**config.mk**
```make
export PLATFORM = sky130hd
export DESIGN_NAME = bus_arbiter
export DESIGN_NICKNAME = d
export VERILOG_FILES = /design/src/rtl/bus_arbiter.sv
export SDC_FILE = /design/constraint.sdc
export NUM_CORES = 1
export LEC_CHECK = 0
export CORE_MARGIN = 1.5
export CORE_UTILIZATION = 45
export CTS_BUF_LIST = sky130_fd_sc_hd__clkbuf_4 sky130_fd_sc_hd__clkbuf_8
export DETAILED_ROUTE_END_ITERATION = 12
export PLACE_DENSITY = 0.93
export SKIP_LAST_GASP = 1
export SLEW_MARGIN = 10
export SYNTH_ARGS = -nofsm -noshare
export SYNTH_HDL_FRONTEND = slang
export SYNTH_SLANG_ARGS = --single-unit
export TNS_END_PERCENT = 30
```
**constraint.sdc**
```tcl
create_clock -name clk -period 7.05 [get_ports clk]
set_clock_uncertainty 0.15 [all_clocks]
set_input_delay 0.705 -clock clk [delete_from_list [all_inputs] [get_ports clk]]
set_output_delay 0.705 -clock clk [all_outputs]
set_load 0.1 [all_outputs]
```
**src/rtl/bus_arbiter.sv**
```systemverilog
// N:1 packet arbiter (external select or round-robin) broadcasting the granted source through one output register.
// Latency 1 cycle per accepted beat; ready_in follows the output register's free slot, so backpressure is ready_out alone.
module bus_arbiter #(
   parameter int NUM_INPUT  = 8,
   parameter int NUM_OUTPUT = 8,
   parameter int SEL_BIT    = 3,
   parameter int DATA_WIDTH = 8,
   parameter int MODE       = 1,
   parameter int TIMEOUT    = 16
) (
   input  logic                             clk,
   input  logic                             rst,
   input  logic [NUM_INPUT-1:0]             valid_in,
   input  logic [NUM_INPUT-1:0]             last_in,
   input  logic [NUM_INPUT*DATA_WIDTH-1:0]  data_in,
   input  logic [SEL_BIT-1:0]               sel_in,
   output logic [NUM_INPUT-1:0]             ready_in,
   output logic [NUM_OUTPUT*DATA_WIDTH-1:0] data_out,
   output logic                             valid_out,
   output logic                             last_out,
   input  logic                             ready_out,
   output logic [SEL_BIT-1:0]               grant_out,
   output logic                             busy_out
);
   localparam int CNT_W = (TIMEOUT > 0) ? $clog2(TIMEOUT + 1) : 1;

   typedef enum logic {IDLE = 1'b0, GRANT = 1'b1} state_t;

   state_t                  state_q, state_d;
   logic [SEL_BIT-1:0]      grant_q, grant_d;
   logic [SEL_BIT-1:0]      rr_ptr_q, rr_ptr_d;
   logic [CNT_W-1:0]        tmo_cnt_q, tmo_cnt_d;
   logic                    out_vld_q, out_vld_d;
   logic                    out_last_q, out_last_d;
   logic [DATA_WIDTH-1:0]   out_dat_q, out_dat_d;

   logic                    g_vld;
   logic                    g_last;
   logic [DATA_WIDTH-1:0]   g_dat;
   logic                    arb_hit;
   logic [SEL_BIT-1:0]      arb_idx;
   logic [SEL_BIT-1:0]      grant_nxt;
   logic                    out_free;
   logic                    xfer;

   // Source currently holding the grant.
   always_comb begin
      g_vld  = 1'b0;
      g_last = 1'b0;
      g_dat  = '0;
      for (int i = 0; i < NUM_INPUT; i++) begin
         if (int'(grant_q) == i) begin
            g_vld  = valid_in[i];
            g_last = last_in[i];
            g_dat  = data_in[i*DATA_WIDTH +: DATA_WIDTH];
         end
      end
   end

   // Arbitration candidate; out-of-range sel_in never matches any source.
   always_comb begin
      arb_hit = 1'b0;
      arb_idx = '0;
      if (MODE == 0) begin
         for (int i = 0; i < NUM_INPUT; i++) begin
            if (int'(sel_in) == i && valid_in[i]) begin
               arb_hit = 1'b1;
               arb_idx = SEL_BIT'(i);
            end
         end
      end else begin
         for (int k = 0; k < NUM_INPUT; k++) begin
            for (int i = 0; i < NUM_INPUT; i++) begin
               if (!arb_hit && ((int'(rr_ptr_q) + k) % NUM_INPUT) == i && valid_in[i]) begin
                  arb_hit = 1'b1;
                  arb_idx = SEL_BIT'(i);
               end
            end
         end
      end
   end

   assign grant_nxt = (int'(grant_q) >= NUM_INPUT - 1) ? '0 : grant_q + 1'b1;
   assign out_free  = ~out_vld_q | ready_out;
   assign xfer      = (state_q == GRANT) & g_vld & out_free;

   always_comb begin
      state_d   = state_q;
      grant_d   = grant_q;
      rr_ptr_d  = rr_ptr_q;
      tmo_cnt_d = tmo_cnt_q;
      case (state_q)
         IDLE: begin
            tmo_cnt_d = '0;
            if (arb_hit) begin
               state_d = GRANT;
               grant_d = arb_idx;
            end
         end
         GRANT: begin
            if (xfer) begin
               tmo_cnt_d = '0;
               if (g_last) begin
                  state_d  = IDLE;
                  rr_ptr_d = grant_nxt;
               end
            end else if (!g_vld && TIMEOUT > 0) begin
               // Stalled-but-valid cycles do not count: only a silent source is evicted.
               if (int'(tmo_cnt_q) + 1 >= TIMEOUT) begin
                  state_d   = IDLE;
                  rr_ptr_d  = grant_nxt;
                  tmo_cnt_d = '0;
               end else begin
                  tmo_cnt_d = tmo_cnt_q + 1'b1;
               end
            end
         end
         default: state_d = IDLE;
      endcase
   end

   always_comb begin
      out_vld_d  = out_vld_q;
      out_last_d = out_last_q;
      out_dat_d  = out_dat_q;
      if (xfer) begin
         out_vld_d  = 1'b1;
         out_last_d = g_last;
         out_dat_d  = g_dat;
      end else if (ready_out) begin
         out_vld_d  = 1'b0;
      end
   end

   always_ff @(posedge clk) begin
      if (rst) begin
         state_q    <= IDLE;
         grant_q    <= '0;
         rr_ptr_q   <= '0;
         tmo_cnt_q  <= '0;
         out_vld_q  <= 1'b0;
         out_last_q <= 1'b0;
         out_dat_q  <= '0;
      end else begin
         state_q    <= state_d;
         grant_q    <= grant_d;
         rr_ptr_q   <= rr_ptr_d;
         tmo_cnt_q  <= tmo_cnt_d;
         out_vld_q  <= out_vld_d;
         out_last_q <= out_last_d;
         out_dat_q  <= out_dat_d;
      end
   end

   always_comb begin
      ready_in = '0;
      for (int i = 0; i < NUM_INPUT; i++) begin
         if (state_q == GRANT && int'(grant_q) == i) begin
            ready_in[i] = out_free;
         end
      end
   end

   for (genvar j = 0; j < NUM_OUTPUT; j++) begin : g_copy
      assign data_out[j*DATA_WIDTH +: DATA_WIDTH] = out_dat_q;
   end

   assign valid_out = out_vld_q;
   assign last_out  = out_last_q;
   assign grant_out = grant_q;
   assign busy_out  = (state_q == GRANT);

endmodule

```
After elaboration in Yosys (flattened, before gate mapping)
Index checks and enable logic that the tools add are counted.
W data, S select, Z words.

cells by class
  add/subtract/negate cells = 10
  bitwise operators = 12
  $lt $le $gt $ge = 2
  reduce and logical (&&, ||, !) cells = 218
  muxes and demuxes = 176
  eq/ne operators = 66

operators by type and width
  cell                   number
  $logic_not A32 Y1      8
  $mux W3                67
  $logic_and A1 B1 Y1    135
  $eq A4 B4 Y1 const B   28
  $mux W1                96
  $mux W8                8
  $logic_not A1 Y1       63
  $eq A4 B3 Y1 const B   14
  $eq A4 B2 Y1 const B   7
  $eq A3 B3 Y1 const B   8
  $reduce_or A3 Y1       7
  $mux W5                3
  $add A3 B3 Y3 const B  4
  $eq A3 B2 Y1 const B   4
  $pmux W5 S2            1
  $and A1 B1 Y1 const A  7
  $add A3 B1 Y3 const B  2
  $add A3 B2 Y3 const B  2
  $add A5 B1 Y6 const B  1
  $eq A3 B1 Y1 const B   2
  $ge A6 B5 Y1 const B   1
  $add A5 B1 Y5 const B  1
  $reduce_and A4 Y1      1
  $reduce_bool A2 Y1     2
  10 further kinds       12

storage, ports and cells
  input port bits = 86
  output and inout bits = 78
  register bits = 22
  logic and storage cells = 491

Logic depth before layout (Yosys ltp)
Gate-level depths: netlist of the first run.

  depth after elaboration = 257
  mapped depth = 15
  mapped depth without buffers = 10

Worst setup path before layout of the first run
No wires, ideal clock.

  kind = reg-to-output
  start = register grant_q[1], in the netlist grant_out[1]
  end = output port ready_in[2]
  data required time = 6195 ps
  stages on the path, launching flop included = 5
  path slack = 2034 ps
  arrival time = 4161 ps
  path through = dfxtp_1 > ha_1 > clkbuf_1 > clkbuf_1 > nor3b_1

between the ends
  cells in the longest elaborated chain, start to end = 3

RTL lines
  item                    line  text
  start, declared         30    logic [SEL_BIT-1:0] grant_q, grant_d;
  start signal, assigned  146   grant_q <= grant_d;
  $eq A3 B3 Y1            158   if (state_q == GRANT && int'(grant_q) == i) begin
  $logic_and A1 B1 Y1     158
  $mux W1                 158
  end, declared           17    output logic [NUM_INPUT-1:0] ready_in,

No other way between the ends.

Worst setup path in the final report of the first run
  start = register grant_q[2], in the netlist grant_out[2]
  end = output port ready_in[7]

between the ends
  cells in the longest elaborated chain, start to end = 3

RTL lines
  item                 line
  $eq A3 B1 Y1         158
  $logic_and A1 B1 Y1  158
  $mux W1              158

No other way between the ends.

==> summary.md, run 1 <==
| Metric | Value |
|---|---|
| DR pass1 iterations | 7 |
| Worst reg2reg endpoint | out_dat_q[7]$_SDFFE_PP0P_ |
| Via count | ~4,200 |
| HP Class | register to register |
| Non-filler instance count after layout | 710 |
| Antenna viol nets, final | 0 |
| Cells after DPL | a little over 700 |
| Num rows | 32 |
| Core area | approximately 7800 um^2 |
| Cts bufs inserted | 3 |
| Max-cap violation count | 0 |
| Largest net degree at the start of global routing | between 50 and 60 |
| Post-synth net total | ~630 |
| P&R area growth vs syn | 32.9% |
| Reg2Reg Depth | 9 |
| Place WS | a little over 3 ns |
| Die area | slightly below 9000 um^2 |
| CTS tree | built |
| Final net count | slightly above 700 |
| Worst IR Drop VDD | 159 uV |
| CTS H-tree depth | 1 |
| Critical Path Fanout Max | 23 |
| Vias in the first global route | 3,956 |
| Total negative setup slack | 0 ns |
| Layout cells sized above 1 | under 10% |
| Met3 Usage GRT | around 5% |
| Crit path kind | register to output pin |
| Total Power | around 1.4 mW |
| Synth top area share | 12.1% |
| CP endpoint | ready_in[7] |
| Clk sink count | 22 |
| Largest cells by area after synthesis | dfxtp_1 (12%), buf_4 (12%), a21oi_1 (8.8%), nand2_1 (6.6%), nor2_1 (5.0%) |
| Critical Path RT | about 6.2 ns |
| Internal power | between 500 and 600 uW |
| Status | finished, final reports clean |
| Hold Fails Final Rpt | 0 |
| Flops & latches, synth | 22 |
| Placer Congestion | 1.01 |
| Ys flop type | dfxtp_1 |
| Slew HR | about a third |
| DP Area | around 4800 um^2 |
| Pleak | ~1.6 nW |
| Dominant cell type by area after synthesis | dfxtp_1 |
| Setup bufs post-CTS | 0 |
| Fmax | approximately 0.24 GHz |
| RSZ-0062 raised after global routing | false |
| Global Route Usage Sum | 30.1% |
| GR Util met2 | 51.2% |
| Clock slew at reported path FFs | approximately 0.08 ns |
| Cells after Synth | around 540 |
| Switching Share | a little under two thirds |
| # port buffers | 160 |
| IO Count | around 160 |
| Hold_ws | 0.342 ns |
| Critical Path AT | 3.39 ns |
| Crit. Startpoint | grant_out[2]$_SDFFE_PP0P_ |
| Nature of the critical path startpoint | register |
| Initial antenna violation count | 0 |
| Clk network pwr share | 8.1% |
| Pwr Density | approximately 300 nW/um^2 |
| Slack of the critical path | 2.81 ns |
| Root Driver | clkbuf_8 |
| EDFF count, synth | 0 |
| Final max-slew violation count | 0 |
| Routed vias/inst | around 6.0 |
| Post-route DRC | 0 |
| Wire per inst | 19.5 um |
| DP HPWL | 10,500 um |
| Seq/Total Area, Yosys | 12.1% |
| Final setup violation count | 0 |
| Share of total power in combinational logic | 79.4% |
| CTS Hold Bufs | 0 |
| Die span in y | slightly above 90 um |
| First-pass GRT wire length | between 20,000 and 25,000 um |
| Final core utilization | around 62% |
| Ys async rst share | 0% |
| Reg power frac | approximately an eighth |
| Met1 usage | between 30% and 40% |
| Die width | 93.0 um |
| Switch Pwr | slightly above 900 uW |
| FF-to-FF setup slack | about 3.2 ns |
| Detailed Route WL | around 14,000 um |
| Post-route minimum period | approximately 4.2 ns |
| Final period util | between 60% and 70% |
| Synth warn | 0 |
| Starting Density | between 40 and 50% |
| Worst setup EP type | output pin |
| Overflow after GRT | 0 |
| Initial DRC count | between 300 and 400 |
| Avg Synthesized Cell Area | ~7 um^2 |
| Resized cells post-CTS | 0 |
| Measured slew at the worst slew-check pin | 1.01 ns |
| FF-to-FF Start | grant_out[2]$_SDFFE_PP0P_ |
| Design Area, Final | slightly below 5000 um^2 |
| Clock latency on the worst-skew pair | 0.26 ns |
| Synthesized area | between 3000 and 4000 um^2 |
| GR peak layer | met2 |
| Yosys cell types | 78 |
| CTS Buffer Depth | 2 |
| Inserted Diodes | 0 |
==> state kept, by name, summed over array words and instances (netlist names) <==
name	cells
last_out	1
rr_ptr_q	3
out_dat_q	8
grant_out	3
tmo_cnt_q	5
valid_out	1
busy_out	1
==> cell families (layout without fill, tap and decap cells) <==
logic type,Yosys count,in the layout,share of synthesized area [%]
mux,8,8,2.68
simple gates,229,229,34.3
compound gates,162,162,29.2
fa+ha+maj,10,10,3.43
flops,22,22,12.1
buf+inv,105,177,18.3
==> final cells by class <==
type	count	area (um^2)
clock inverter	1	30.0
tap	102	128
clock buffer	3	41.3
timing repair buffer	164	1630
fill	668	2920
multi-input combinational	409	2540
sequential	22	442
inverter	9	33.8
==> cells in the mapped netlist (all sizes together), types with 3 or more instances <==
| cell | count |
|---|---|
| nand3 | 15 |
| a221oi | 3 |
| and2 | 4 |
| and3 | 3 |
| nor3b | 6 |
| inv | 9 |
| o22ai | 14 |
| a211oi | 10 |
| mux2i | 7 |
| a21o | 4 |
| a21oi | 65 |
| buf | 78 |
| o31ai | 3 |
| dfxtp | 22 |
| nor4b | 5 |
| nand4 | 4 |
| o21ai | 24 |
| clkbuf | 18 |
| nand2b | 21 |
| or2 | 5 |
| nor3 | 17 |
| o221ai | 7 |
| a22oi | 4 |
| nor2 | 50 |
| a31oi | 5 |
| o211ai | 3 |
| nand2 | 65 |
| a311oi | 3 |
| nor2b | 6 |
| nand3b | 11 |
| ha | 10 |
| nor4 | 6 |
| nand4b | 5 |
==> critical path, stage by stage, from the launching register on <==
cell             delay (ns)
dfxtp_1                0.82
ha_1                   0.76
inv_1                  0.22
nor2_1                 0.16
clkdlybuf4s50_1        1.16
==> per-layer routing <==
layer	vias to the layer above	share of wire, %
li1	2033	-
met1	1952	41
met2	228	48
met3	26	8.8
met4	0	2.6
met5	-	0
==> power groups by stage <==
stage | sequential, mW | clock (mW) | combinational (mW)
4_1_cts | 0.179 | 0.118 | 1.13
2_1_floorplan | 0.270 | 0 | 0.846
3_5_place_dp | 0.181 | 0 | 1.13
3_3_place_gp | 0.179 | 0 | 1.12
5_1_grt | 0.184 | 0.123 | 1.18
6_report | 0.180 | 0.116 | 1.14
==> how the worst min path moves through the flow <==
stage                              startpoint  cells after the start  slack (ns)                         to
CTS                 tmo_cnt_q[2]$_SDFFE_PP0P_                      2        0.34  tmo_cnt_q[2]$_SDFFE_PP0P_
global route            last_out$_SDFFE_PP0P_                      2        0.36      last_out$_SDFFE_PP0P_
detailed placement  tmo_cnt_q[2]$_SDFFE_PP0P_                      2        0.33  tmo_cnt_q[2]$_SDFFE_PP0P_
floorplan           tmo_cnt_q[2]$_SDFFE_PP0P_                      2        0.30  tmo_cnt_q[2]$_SDFFE_PP0P_
global placement    tmo_cnt_q[2]$_SDFFE_PP0P_                      2        0.31  tmo_cnt_q[2]$_SDFFE_PP0P_
finish              tmo_cnt_q[2]$_SDFFE_PP0P_                      2        0.34  tmo_cnt_q[2]$_SDFFE_PP0P_
==> cells in the final DEF, fill, tap and decap left out, types with 10 or more instances in the layout <==
| cell | synthesis | final |
|---|---|---|
| o22ai_1 | 14 | 14 |
| dfxtp_1 | 22 | 21 |
| a21oi_1 | 64 | 64 |
| nand2b_1 | 21 | 21 |
| nor3_1 | 16 | 16 |
| nor2_1 | 49 | 49 |
| nand2_1 | 64 | 64 |
| nand3_1 | 14 | 14 |
| clkdlybuf4s50_1 | 0 | 160 |
| o21ai_0 | 19 | 19 |
| ha_1 | 10 | 10 |
| nand3b_1 | 11 | 11 |
No activity file was read; power rests on OpenSTA's default activity.
==> run 2: changes to the inputs <==
--- a/config.mk
+++ b/config.mk
@@ -6,10 +6,10 @@
 export NUM_CORES = 1
 export LEC_CHECK = 0
 export CORE_MARGIN = 1.5
-export CORE_UTILIZATION = 45
+export CORE_UTILIZATION = 40
 export CTS_BUF_LIST = sky130_fd_sc_hd__clkbuf_4 sky130_fd_sc_hd__clkbuf_8
 export DETAILED_ROUTE_END_ITERATION = 12
-export PLACE_DENSITY = 0.93
+export PLACE_DENSITY = 0.87
 export SKIP_LAST_GASP = 1
 export SLEW_MARGIN = 10
 export SYNTH_ARGS = -nofsm -noshare
==> constraint.sdc (replaced) <==
create_clock -name clk -period 3.7 [get_ports clk]
set_clock_uncertainty 0.15 [all_clocks]
set_input_delay 0.37 -clock clk [delete_from_list [all_inputs] [get_ports clk]]
set_output_delay 0.37 -clock clk [all_outputs]
set_load 0.1 [all_outputs]
==> run 2 against run 1 <==
Compared with the run above: utilization down 5.4 points; flip-flop and latch count stayed put; count of clock-buffer cells in the layout up 1; global-route usage decreased by 1.9 points; design area rose by 3.0%; critical path type is now register to register; critical endpoint is now rr_ptr_q[0]$_SDFFE_PP0P_; largest power group unchanged.
==> summary.md, run 2 (synthesis results as in run 1) <==
| Metric | Value |
|---|---|
| Overflow after GRT | 0 (unchanged) |
| CP most frequent cell | nand3b_1 |
| Root Driver | clkbuf_8 |
| Antenna viol nets, final | 0 (unchanged) |
| Slew HR | 33.1% (+0.67 points) |
| Crit path kind | register to register |
| Clk sink count | 22 (unchanged) |
| CTS H-tree depth | 1 (unchanged) |
| Cts bufs inserted | 3 (unchanged) |
| Critical Path Fanout Max | 14 (-39%) |
| Final core utilization | 56.9% (-5.4 points) |
| Pwr Density | 546 nW/um^2 (+84%) |
| Post-route minimum period | 3.24 ns |
| Starting Density | 41.6% (-5.3 points) |
| Fmax | around 0.3 GHz |
| CTS Buffer Depth | 2 (unchanged) |
| IO Count | 164 (unchanged) |
| Worst setup EP type | register |
| DP HPWL | 11,100 um (+6.6%) |
| Core area | 8760 um^2 (+13%) |
| Clock latency on the worst-skew pair | 0.26 ns (about the same) |
| Largest net degree at the start of global routing | 50 (-2.0%) |
| Final setup violation count | 0 (unchanged) |
| Vias in the first global route | 4,178 (+5.6%) |
| Resized cells post-CTS | 0 (unchanged) |
| Max-cap violation count | 0 (unchanged) |
| Measured slew at the worst slew-check pin | 1.00 ns (-0.00999 ns) |
| Most common cell after layout, fill and taps aside | clkdlybuf4s50_1 |
| Worst IR Drop VDD | 358 uV (+120%) |
| Top Family by Delay on Critical Path | compound AO/OA/AOI/OAI gates |
| Inserted Diodes | 0 (unchanged) |
| DP Area | 4930 um^2 (+3.4%) |
| Most frequent cells in the layout | clkdlybuf4s50_1 (151), nand2_1 (64), a21oi_1 (64) |
| DR pass1 iterations | 5 (-2) |
| P&R area growth vs syn | 36.9% |
| Critical path, cell by cell | inv_1, ha_1, nand3b_1, a211oi_1, o22ai_1, a221oi_2, nand3b_1, o21ai_1, mux2i_1, nor2_1 |
| Design Area, Final | 4990 um^2 (+3.0%) |
| Placer Congestion | 1.00 (-1.1%) |
| Biggest register | out_dat_q |
| Via count | 4,415 (+4.2%) |
| Slowest library cell on the worst path | ha_1 |
| CTS tree | built |
| Status | finished, final reports clean |
| Nature of the critical path startpoint | register |
| Setup bufs post-CTS | 0 (unchanged) |
| # port buffers | 160 (unchanged) |
| Initial antenna violation count | 0 (unchanged) |
| Global Route Usage Sum | 28.2% (-1.9 points) |
| Die span in y | 98.5 um (+5.9%) |
| Max reg flops | 8 (unchanged) |
| RSZ-0062 raised after global routing | false |
| Die area | 9690 um^2 (+12%) |
| Detailed Route WL | 14,400 um (+4.1%) |
| Final period util | around 90% |
| Num rows | 34 (+6.3%) |
| HP Class | register to register |
| Critical Path AT | 3.22 ns (-0.17 ns) |
| First-pass GRT wire length | 22,400 um (+8.0%) |
| Final net count | 728 (+3.3%) |
| Layout cells sized above 1 | 11.1% (+4.8 points) |
| Wire per inst | 19.5 um (about the same) |
| Worst path bufs/invs | 1 (-1) |
| Post-route DRC | 0 (unchanged) |
| CTS Hold Bufs | 0 (unchanged) |
| Pleak | 1.74 nW (+7.6%) |
| Clock slew at reported path FFs | 0.08 ns (about the same) |
| Die width | 98.5 um (+5.9%) |
| Critical Path RT | 3.68 ns (-2.51 ns) |
| Biggest regs | out_dat_q x8, tmo_cnt_q x5 |
| Initial DRC count | 328 (-17%) |
| Final max-slew violation count | 0 (unchanged) |
| Routed vias/inst | 5.97 (about the same) |
| CP max stage delay | 0.51 ns (-0.65 ns) |
| Hold Fails Final Rpt | 0 (unchanged) |
-- run 2: layer usage --
metal / vias to the layer above / track usage (%) / wire length [um]
li1: 2091 / - / -
met5: - / 0 / 0
met1: 2047 / 36.4 / 5870
met3: 36 / 4.26 / 1160
met4: 0 / 8.13 / 374
met2: 241 / 48.6 / 7030
-- run 2: stage by stage --
stage	setup slack, ns	power [mW]	hold slack (ns)	std cells	TNS, ns
after floorplan	-0.755	2.13	0.304	536	-1.33
after global placement	0.458	2.52	0.315	735	0
after detailed placement	0.416	2.54	0.342	735	0
after CTS	0.476	2.71	0.350	739	0
after global routing	0.238	2.83	0.368	739	0
final	0.455	2.72	0.349	739	0
-- run 2: layout make-up --
type                    count  area [um^2]
flip-flops and latches     22          440
repair buffers            187         1780
inverters                   9         33.8
clock buffers               4         55.1
fillers                   805         3770
well taps                 108          135
multi-input cells         409         2540
-- run 2: report_power, final --
part / leakage, nW / switching [mW] / total [mW] / internal [mW]
clock network: 0.0288 / 0.0790 / 0.174 / 0.0949
registers: 0.179 / 0.0622 / 0.333 / 0.270
logic: 1.53 / 1.62 / 2.22 / 0.601
-- run 2: worst paths after layout --
kind	from	slack, ns	cells past startpoint	endpoint
worst max-delay path	grant_out[0]$_SDFFE_PP0P_	0.46	10	rr_ptr_q[0]$_SDFFE_PP0P_
worst min-delay path	tmo_cnt_q[4]$_SDFFE_PP0P_	0.35	1	tmo_cnt_q[4]$_SDFFE_PP0P_
worst max register to register	grant_out[0]$_SDFFE_PP0P_	0.46	10	rr_ptr_q[0]$_SDFFE_PP0P_
worst min register to register	tmo_cnt_q[4]$_SDFFE_PP0P_	0.35	1	tmo_cnt_q[4]$_SDFFE_PP0P_
==> run 3: changes to the inputs <==
--- a/config.mk
+++ b/config.mk
@@ -9,6 +9,7 @@
 export CORE_UTILIZATION = 40
 export CTS_BUF_LIST = sky130_fd_sc_hd__clkbuf_4 sky130_fd_sc_hd__clkbuf_8
 export DETAILED_ROUTE_END_ITERATION = 12
+export HOLD_SLACK_MARGIN = 0.02
 export PLACE_DENSITY = 0.87
 export SKIP_LAST_GASP = 1
 export SLEW_MARGIN = 10
==> results of run 3 <==
Same layout as run 2: the final DEF is identical, and so are final timing and power.
